### src/rtl/vga_timing_pkg.sv
// Shared definitions for the VGA sync timing detector.
//   det_state_t          : detector FSM state encoding
//   DEFAULT_COUNTER_SIZE : default width of counters and measurement outputs
//   SYNC_POL_ACTIVE_*    : values for the SYNC_ACTIVE_LOW parameter
package vga_timing_pkg;

    localparam int DEFAULT_COUNTER_SIZE = 11;

    localparam bit SYNC_POL_ACTIVE_LOW  = 1'b1;
    localparam bit SYNC_POL_ACTIVE_HIGH = 1'b0;

    typedef enum logic [1:0] {
        SEARCH  = 2'd0,
        MEASURE = 2'd1,
        LOCKED  = 2'd2
    } det_state_t;

endpackage

### src/rtl/sync_edge_detector.sv
// Brings one raw sync pin into the control_clock domain, normalises it so
// that 1 means "sync active", and emits single-cycle edge pulses.
// Ports:
//   control_clock   : pixel clock
//   control_reset_n : asynchronous active-low reset
//   i_sync          : raw sync pin (asynchronous)
//   o_lead          : one-cycle pulse on inactive->active
//   o_trail         : one-cycle pulse on active->inactive
// Pin change to edge pulse is two clock edges; the pulse is consumed on the
// third edge.
module sync_edge_detector
    import vga_timing_pkg::*;
#(
    parameter bit SYNC_ACTIVE_LOW = SYNC_POL_ACTIVE_LOW
)(
    input  logic control_clock,
    input  logic control_reset_n,
    input  logic i_sync,
    output logic o_lead,
    output logic o_trail
);

    logic w_pin_active;
    logic r_meta;
    logic r_sync;
    logic r_prev;

    // Normalising before the first flop lets every flop reset to "inactive"
    // regardless of polarity, so reset release never fakes an edge.
    assign w_pin_active = (SYNC_ACTIVE_LOW == SYNC_POL_ACTIVE_HIGH) ? i_sync : ~i_sync;

    always_ff @(posedge control_clock or negedge control_reset_n) begin
        if (!control_reset_n) begin
            r_meta <= 1'b0;
            r_sync <= 1'b0;
            r_prev <= 1'b0;
        end else begin
            r_meta <= w_pin_active;
            r_sync <= r_meta;
            r_prev <= r_sync;
        end
    end

    assign o_lead  =  r_sync & ~r_prev;
    assign o_trail = ~r_sync &  r_prev;

endmodule

### src/rtl/vga_sync_timing_detector.sv
// Receive-side VGA timing detector. Measures line length, h_sync width and
// lines per frame from an incoming h_sync/v_sync pair, locks once the timing
// repeats for LOCK_FRAMES frames, and reports pixel coordinates relative to
// the sync leading edges.
// Ports:
//   control_clock, control_reset_n : pixel clock, async active-low reset
//   h_sync, v_sync                 : raw sync pins
//   locked, lock_lost, frame_start : status / one-cycle pulses
//   line_length, h_sync_width,
//   frame_lines                    : last captured measurements
//   pixel_x, pixel_y               : live coordinates, valid while locked
// Build option: define VGA_SYNC_TIMEOUT_EN to drop out of MEASURE/LOCKED when
// the line counter saturates (h_sync lost).
//
// state   | meaning
// SEARCH  | waiting for the first frame start
// MEASURE | building a reference and counting matching frames
// LOCKED  | timing matches reference, coordinates valid
module vga_sync_timing_detector
    import vga_timing_pkg::*;
#(
    parameter int COUNTER_SIZE    = DEFAULT_COUNTER_SIZE,
    parameter int LOCK_FRAMES     = 2,
    parameter bit SYNC_ACTIVE_LOW = SYNC_POL_ACTIVE_LOW
)(
    input  logic                    control_clock,
    input  logic                    control_reset_n,
    input  logic                    h_sync,
    input  logic                    v_sync,
    output logic                    locked,
    output logic                    lock_lost,
    output logic                    frame_start,
    output logic [COUNTER_SIZE-1:0] line_length,
    output logic [COUNTER_SIZE-1:0] h_sync_width,
    output logic [COUNTER_SIZE-1:0] frame_lines,
    output logic [COUNTER_SIZE-1:0] pixel_x,
    output logic [COUNTER_SIZE-1:0] pixel_y
);

    localparam logic [COUNTER_SIZE-1:0] CNT_MAX = '1;
    // The reference frame is the first of the LOCK_FRAMES matching frames,
    // so only LOCK_FRAMES-1 further matches are counted.
    localparam logic [3:0] LOCK_TARGET = 4'(LOCK_FRAMES - 1);

    logic w_h_lead;
    logic w_h_trail;
    logic w_v_lead;
    logic w_unused_v_trail;

    sync_edge_detector #(.SYNC_ACTIVE_LOW(SYNC_ACTIVE_LOW)) u_h_edge (
        .control_clock   (control_clock),
        .control_reset_n (control_reset_n),
        .i_sync          (h_sync),
        .o_lead          (w_h_lead),
        .o_trail         (w_h_trail)
    );

    sync_edge_detector #(.SYNC_ACTIVE_LOW(SYNC_ACTIVE_LOW)) u_v_edge (
        .control_clock   (control_clock),
        .control_reset_n (control_reset_n),
        .i_sync          (v_sync),
        .o_lead          (w_v_lead),
        .o_trail         (w_unused_v_trail)
    );

    logic [COUNTER_SIZE-1:0] r_h_counter;
    logic [COUNTER_SIZE-1:0] r_v_counter;
    logic                    r_v_pending;
    logic [COUNTER_SIZE-1:0] w_h_inc;
    logic [COUNTER_SIZE-1:0] w_v_inc;
    logic                    w_frame_edge;

    det_state_t              r_state;
    logic [3:0]              r_match_count;
    logic [3:0]              w_match_next;
    logic                    r_ref_valid;
    logic [COUNTER_SIZE-1:0] r_ref_len;
    logic [COUNTER_SIZE-1:0] r_ref_lines;
    logic                    r_first_valid;
    logic [COUNTER_SIZE-1:0] r_first_len;
    logic                    r_line_bad;
    logic                    w_frame_good;

    // w_h_inc / w_v_inc are also the values captured on an edge this cycle.
    assign w_h_inc      = (r_h_counter == CNT_MAX) ? CNT_MAX : r_h_counter + 1'b1;
    assign w_v_inc      = (r_v_counter == CNT_MAX) ? CNT_MAX : r_v_counter + 1'b1;
    assign w_frame_edge = w_h_lead & (r_v_pending | w_v_lead);
    assign w_match_next = r_match_count + 4'd1;
    // The capture taken at the frame-start line closes the old frame, so it
    // is included in that frame's stability verdict.
    assign w_frame_good = ~r_line_bad & ~(r_first_valid & (w_h_inc != r_first_len));

`ifdef VGA_SYNC_TIMEOUT_EN
    logic w_h_sat;
    assign w_h_sat = (r_h_counter == CNT_MAX);
`endif

    always_ff @(posedge control_clock or negedge control_reset_n) begin
        if (!control_reset_n) begin
            r_h_counter  <= '0;
            r_v_counter  <= '0;
            r_v_pending  <= 1'b0;
            line_length  <= '0;
            h_sync_width <= '0;
            frame_lines  <= '0;
            frame_start  <= 1'b0;
        end else begin
            frame_start <= 1'b0;
            if (w_h_lead) begin
                r_h_counter <= '0;
                line_length <= w_h_inc;
            end else begin
                r_h_counter <= w_h_inc;
            end
            if (w_h_trail) begin
                h_sync_width <= w_h_inc;
            end
            if (w_frame_edge) begin
                frame_lines <= w_v_inc;
                r_v_counter <= '0;
                r_v_pending <= 1'b0;
                frame_start <= 1'b1;
            end else begin
                if (w_h_lead) begin
                    r_v_counter <= w_v_inc;
                end
                if (w_v_lead) begin
                    r_v_pending <= 1'b1;
                end
            end
`ifdef VGA_SYNC_TIMEOUT_EN
            if (w_h_sat && r_state != SEARCH) begin
                r_v_pending <= 1'b0;
            end
`endif
        end
    end

    always_ff @(posedge control_clock or negedge control_reset_n) begin
        if (!control_reset_n) begin
            r_state       <= SEARCH;
            r_match_count <= '0;
            r_ref_valid   <= 1'b0;
            r_ref_len     <= '0;
            r_ref_lines   <= '0;
            r_first_valid <= 1'b0;
            r_first_len   <= '0;
            r_line_bad    <= 1'b0;
            locked        <= 1'b0;
            lock_lost     <= 1'b0;
        end else begin
            lock_lost <= 1'b0;

            if (w_frame_edge) begin
                r_first_valid <= 1'b0;
                r_line_bad    <= 1'b0;
            end else if (w_h_lead) begin
                if (!r_first_valid) begin
                    r_first_len   <= w_h_inc;
                    r_first_valid <= 1'b1;
                end else if (w_h_inc != r_first_len) begin
                    r_line_bad <= 1'b1;
                end
            end

            case (r_state)
                SEARCH: begin
                    if (w_frame_edge) begin
                        r_state       <= MEASURE;
                        r_match_count <= '0;
                        r_ref_valid   <= 1'b0;
                    end
                end
                MEASURE: begin
                    if (w_frame_edge) begin
                        if (r_ref_valid && w_frame_good &&
                            w_h_inc == r_ref_len && w_v_inc == r_ref_lines) begin
                            r_match_count <= w_match_next;
                            if (w_match_next >= LOCK_TARGET) begin
                                r_state <= LOCKED;
                                locked  <= 1'b1;
                            end
                        end else begin
                            r_match_count <= '0;
                            r_ref_valid   <= 1'b1;
                            r_ref_len     <= w_h_inc;
                            r_ref_lines   <= w_v_inc;
                            if (LOCK_TARGET == 4'd0) begin
                                r_state <= LOCKED;
                                locked  <= 1'b1;
                            end
                        end
                    end
                end
                LOCKED: begin
                    if (w_h_lead && ((w_h_inc != r_ref_len) ||
                                     (w_frame_edge && w_v_inc != r_ref_lines))) begin
                        r_state   <= SEARCH;
                        locked    <= 1'b0;
                        lock_lost <= 1'b1;
                    end
                end
                default: begin
                    r_state <= SEARCH;
                    locked  <= 1'b0;
                end
            endcase

`ifdef VGA_SYNC_TIMEOUT_EN
            if (w_h_sat && r_state != SEARCH) begin
                r_state   <= SEARCH;
                locked    <= 1'b0;
                lock_lost <= (r_state == LOCKED);
            end
`endif
        end
    end

    assign pixel_x = r_h_counter;
    assign pixel_y = r_v_counter;

endmodule
### config.mk
export PLATFORM = sky130hd
export DESIGN_NAME = vga_sync_timing_detector
export DESIGN_NICKNAME = d
export VERILOG_FILES = /design/src/rtl/vga_timing_pkg.sv /design/src/rtl/sync_edge_detector.sv /design/src/rtl/vga_sync_timing_detector.sv
export SDC_FILE = /design/constraint.sdc
export NUM_CORES = 1
export LEC_CHECK = 0
export ABC_AREA = 1
export BUFFER_PORTS_ARGS = -buffer_cell sky130_fd_sc_hd__buf_4
export CORE_MARGIN = 3
export CORE_UTILIZATION = 53
export CTS_CLUSTER_DIAMETER = 80
export CTS_CLUSTER_SIZE = 20
export DETAILED_ROUTE_END_ITERATION = 7
export PLACE_DENSITY = 0.72
export SETUP_SLACK_MARGIN = 0.15
export SLEW_MARGIN = 15
export SYNTH_ARGS = -nofsm -noshare
export SYNTH_HDL_FRONTEND = slang
export SYNTH_SLANG_ARGS = --single-unit
### constraint.sdc
create_clock -name control_clock -period 2.3 [get_ports control_clock]
set_clock_uncertainty 0.2 [all_clocks]
set_input_delay 0.115 -clock control_clock [delete_from_list [all_inputs] [get_ports control_clock]]
set_output_delay 0.115 -clock control_clock [all_outputs]
set_load 0.01 [all_outputs]
==> results_dict.tcl <==
set metrics [dict create \
    cts.sinks 107 \
    worst_slew_pin_slew_ps 740 \
    path_clk_slew_ps 110 \
    clockRootBuffer "clkbuf_8" \
    cp.arrival_ps 2830 \
    synth_async_sr_flop_share_pct 100 \
    syn2layout_area_growth_pct 35.3 \
    viasPerCell 5.20 \
    cts_buffers 9 \
    final_hold_viol_count 0 \
    grt_pass1_wl_um 23500 \
    ir_drop_v 0.000630 \
    final-max-slew-violation-count 0 \
    num_antenna_cells 0 \
    dp_hpwl_um 10500 \
    grt_max_degree 44 \
    synthCells 665 \
    violations "negative setup slack" \
    antenna_found_initial 0 \
    max_cap_violations 0 \
    cpMaxStageDelayCell "dfrtp_2" \
    gp_congestion 0.917 \
    post_route_cells_drive_above_1_share_pct 34.8 \
    clk_latency_ps 390 \
    cts_tree "done" \
    cp-start-kind "flop" \
    leakagePower_nw 3.66 \
    max_stage_delay_ps 410 \
    cp_cell_sequence "ha_4 -> nand2_4 -> nor2_4 -> nand3_4 -> nand2_4 -> inv_4 -> nand2_2 -> nand4_1 -> nor2_2 -> nand3_2 -> a21oi_4 -> nand2_2 -> nand3_4 -> clkbuf_16 -> o21ai_2" \
    yosysSeqAreaShare_pct 49.5 \
    io_pins 62 \
    wl_per_cell_um 15.3 \
    yosys_most_used_dff "dfrtp_1" \
    h-tree-depth 3 \
    status "finished with violations" \
    syn_area_sq_um 5410 \
    synthDistinctLibCells 30 \
    die_h_um 107 \
    pwr_density_cell_nw_per_um2 808 \
    dr.pass1.iters 5 \
    initial_utilization_pct 54.8 \
    routed_wl_um 14800 \
    setup.worst_path.end_class "flop" \
    finalSetupTns_ps -12400 \
    rows 36 \
    grt-ovfl-total 0 \
    critical_path_class "reg -> reg" \
    rsz0062_at_grt "yes" \
    dieWidth_um 107 \
    drt.antenna.violating_nets 0 \
    route.detailed.drc 0 \
    synth_edf_count 0 \
    setup_viol 32 \
    clockBufferDepth 2 \
    syn_nets 673 \
    portBuffers 61 \
    core_area_sq_um 9860 \
    grt_pass1_vias 4962 \
    vias 5042 \
    ys_warn_count 0 \
    grt_use_total_pct 26.3 \
    fin_ws_ps -452 \
    worst_ep_required_time_ps 2380 \
    period_share_pct 120 \
    cp_max_fo 11 \
    fin_nets 841 \
    syn_area_per_cell_sq_um 8.13 \
    drt-initial-drc-count 253 \
    dieArea_sq_um 11500 \
    max_freq_ghz 0.363 \
    synth-seq-cells 107 \
    slew_headroom_pct 50.6 \
    total_power_mw 5.91 \
    hold_path.class "in -> async" \
    min_period_ps 2750 \
    fill_cells 758 \
]
==> cells by family (layout without fill, tap and decap cells) <==
kind of cell | count (synthesis) | count (layout) | synth area share, %
fa+ha+maj | 4 | 4 | 0.926
compound gates | 94 | 94 | 10.5
xor+xnor | 12 | 12 | 1.94
simple gates | 341 | 342 | 28.8
flops | 107 | 107 | 49.5
buf+inv | 107 | 278 | 8.40
==> worst paths after layout <==
path,start,endpoint,slack [ps],depth (start not counted)
worst min-delay path,control_reset_n,r_ref_len[10],50,2
max in group asynchronous,control_reset_n,locked,1140,3
worst min register to register,u_h_edge.r_meta,u_h_edge.r_sync,160,0
worst max-delay path,pixel_x[0],r_ref_len[0],-450,15
worst max register to register,pixel_x[0],r_ref_len[0],-450,15
min in group control_clock,u_h_edge.r_meta,u_h_edge.r_sync,160,0
==> metal layers <==
layer / vias to the layer above / GRT usage (%) / part of all wire (%) / routed length, um
met1: 2394 / 31.2 / 39 / 5830
met4: 0 / 11.3 / 3.6 / 531
li1: 2434 / - / - / -
met3: 46 / 3.97 / 4.7 / 695
met2: 168 / 47.3 / 52 / 7750
met5: - / 0 / 0 / 0
==> final cells by class <==
class | instances | area (sq um) | share of cell area (%)
clock buffer | 10 | 138 | 1.88
clock inverter | 5 | 67.6 | 0.924
inverter | 89 | 339 | 4.64
multi-input combinational | 452 | 2490 | 34.0
sequential | 107 | 2680 | 36.7
tap | 133 | 166 | 2.28
timing repair buffer | 174 | 1440 | 19.6
==> flip-flops by register name (all words and copies together), names as in the netlist, 2 cells and up <==
register and count:
h_sync_width 11, r_match_count 4, pixel_x 11, r_ref_len 11, pixel_y 11, line_length 11
r_state 2, r_first_len 11, frame_lines 11, r_ref_lines 11
==> through the flow <==
stage                     utilization (%)  hold WS (ps)  std cells  setup slack (ps)  area [sq um]
after floorplan                         -          -381        665              -152          5440
after global routing                 74.2           103        970              -552          7310
after CTS                            71.2          59.2        961              -322          7020
after detailed placement             68.2         -55.7        939              -405          6730
after global placement               68.2         -60.4        939              -326          6730
final                                74.2          47.3        970              -452          7310
==> power by group <==
group	internal [mW]	leakage (nW)	switching, mW	total (mW)
sequential	2.17	1.43	0.248	2.42
clock	0.545	0.105	0.687	1.23
combinational	1.02	2.13	1.24	2.26
total	3.74	3.66	2.18	5.91
==> synthesized netlist by cell type (5+ instances only) <==
cell | n | area, sq um
o21ai_2 | 17 | 149
nand3_1 | 45 | 225
xor2_1 | 7 | 61.3
dfrtp_1 | 107 | 2680
nand3b_1 | 6 | 45.0
nand4_1 | 10 | 62.6
o22ai_1 | 8 | 50.1
clkbuf_1 | 12 | 45.0
nand2_1 | 187 | 702
inv_1 | 83 | 312
a21oi_1 | 5 | 25.0
o21ai_1 | 5 | 25.0
xnor2_1 | 5 | 43.8
o21ai_0 | 54 | 270
inv_2 | 5 | 18.8
nor2_1 | 57 | 214
nand2_2 | 22 | 138
==> layout by cell type, fill, tap and decap left out, types with 3 or more instances in the layout <==
master           n
clkbuf_8        10
nand3_1         36
buf_6            5
nand2_4          8
dlygate4sd3_1    3
a21oi_1          5
xnor2_1          5
inv_1           82
buf_12           4
nand2_1        172
buf_4          159
dfrtp_2          4
nand3_2         11
nor2_4           5
o21ai_0         52
o21bai_1         3
nor2_2          10
o21ai_1          4
nand3b_1         6
nor2_1          47
dfrtp_1        103
o22ai_1          8
o21ai_2         20
nand2_2         30
xor2_1           6
inv_2            4
nand3_4          6
nand4_1         10
clkbuf_16        3
==> critical path: cells and delay by family, from the launching register on <==
kind / cells / cell delay (ps)
flops: 1 / 410
buf+inv: 2 / 270
simple gates: 10 / 1400
fa+ha+maj: 1 / 150
compound gates: 2 / 210
==> repair_timing <==
action                     4_1_cts  5_1_grt
resized for setup               10       47
pin swaps                        3       14
hold buffers                     3        0
cloned                           1        4
setup endpoints to repair       32       41
hold endpoints to repair        87        0
setup buffers                    3        5
No activity file was read; power rests on OpenSTA's default activity.
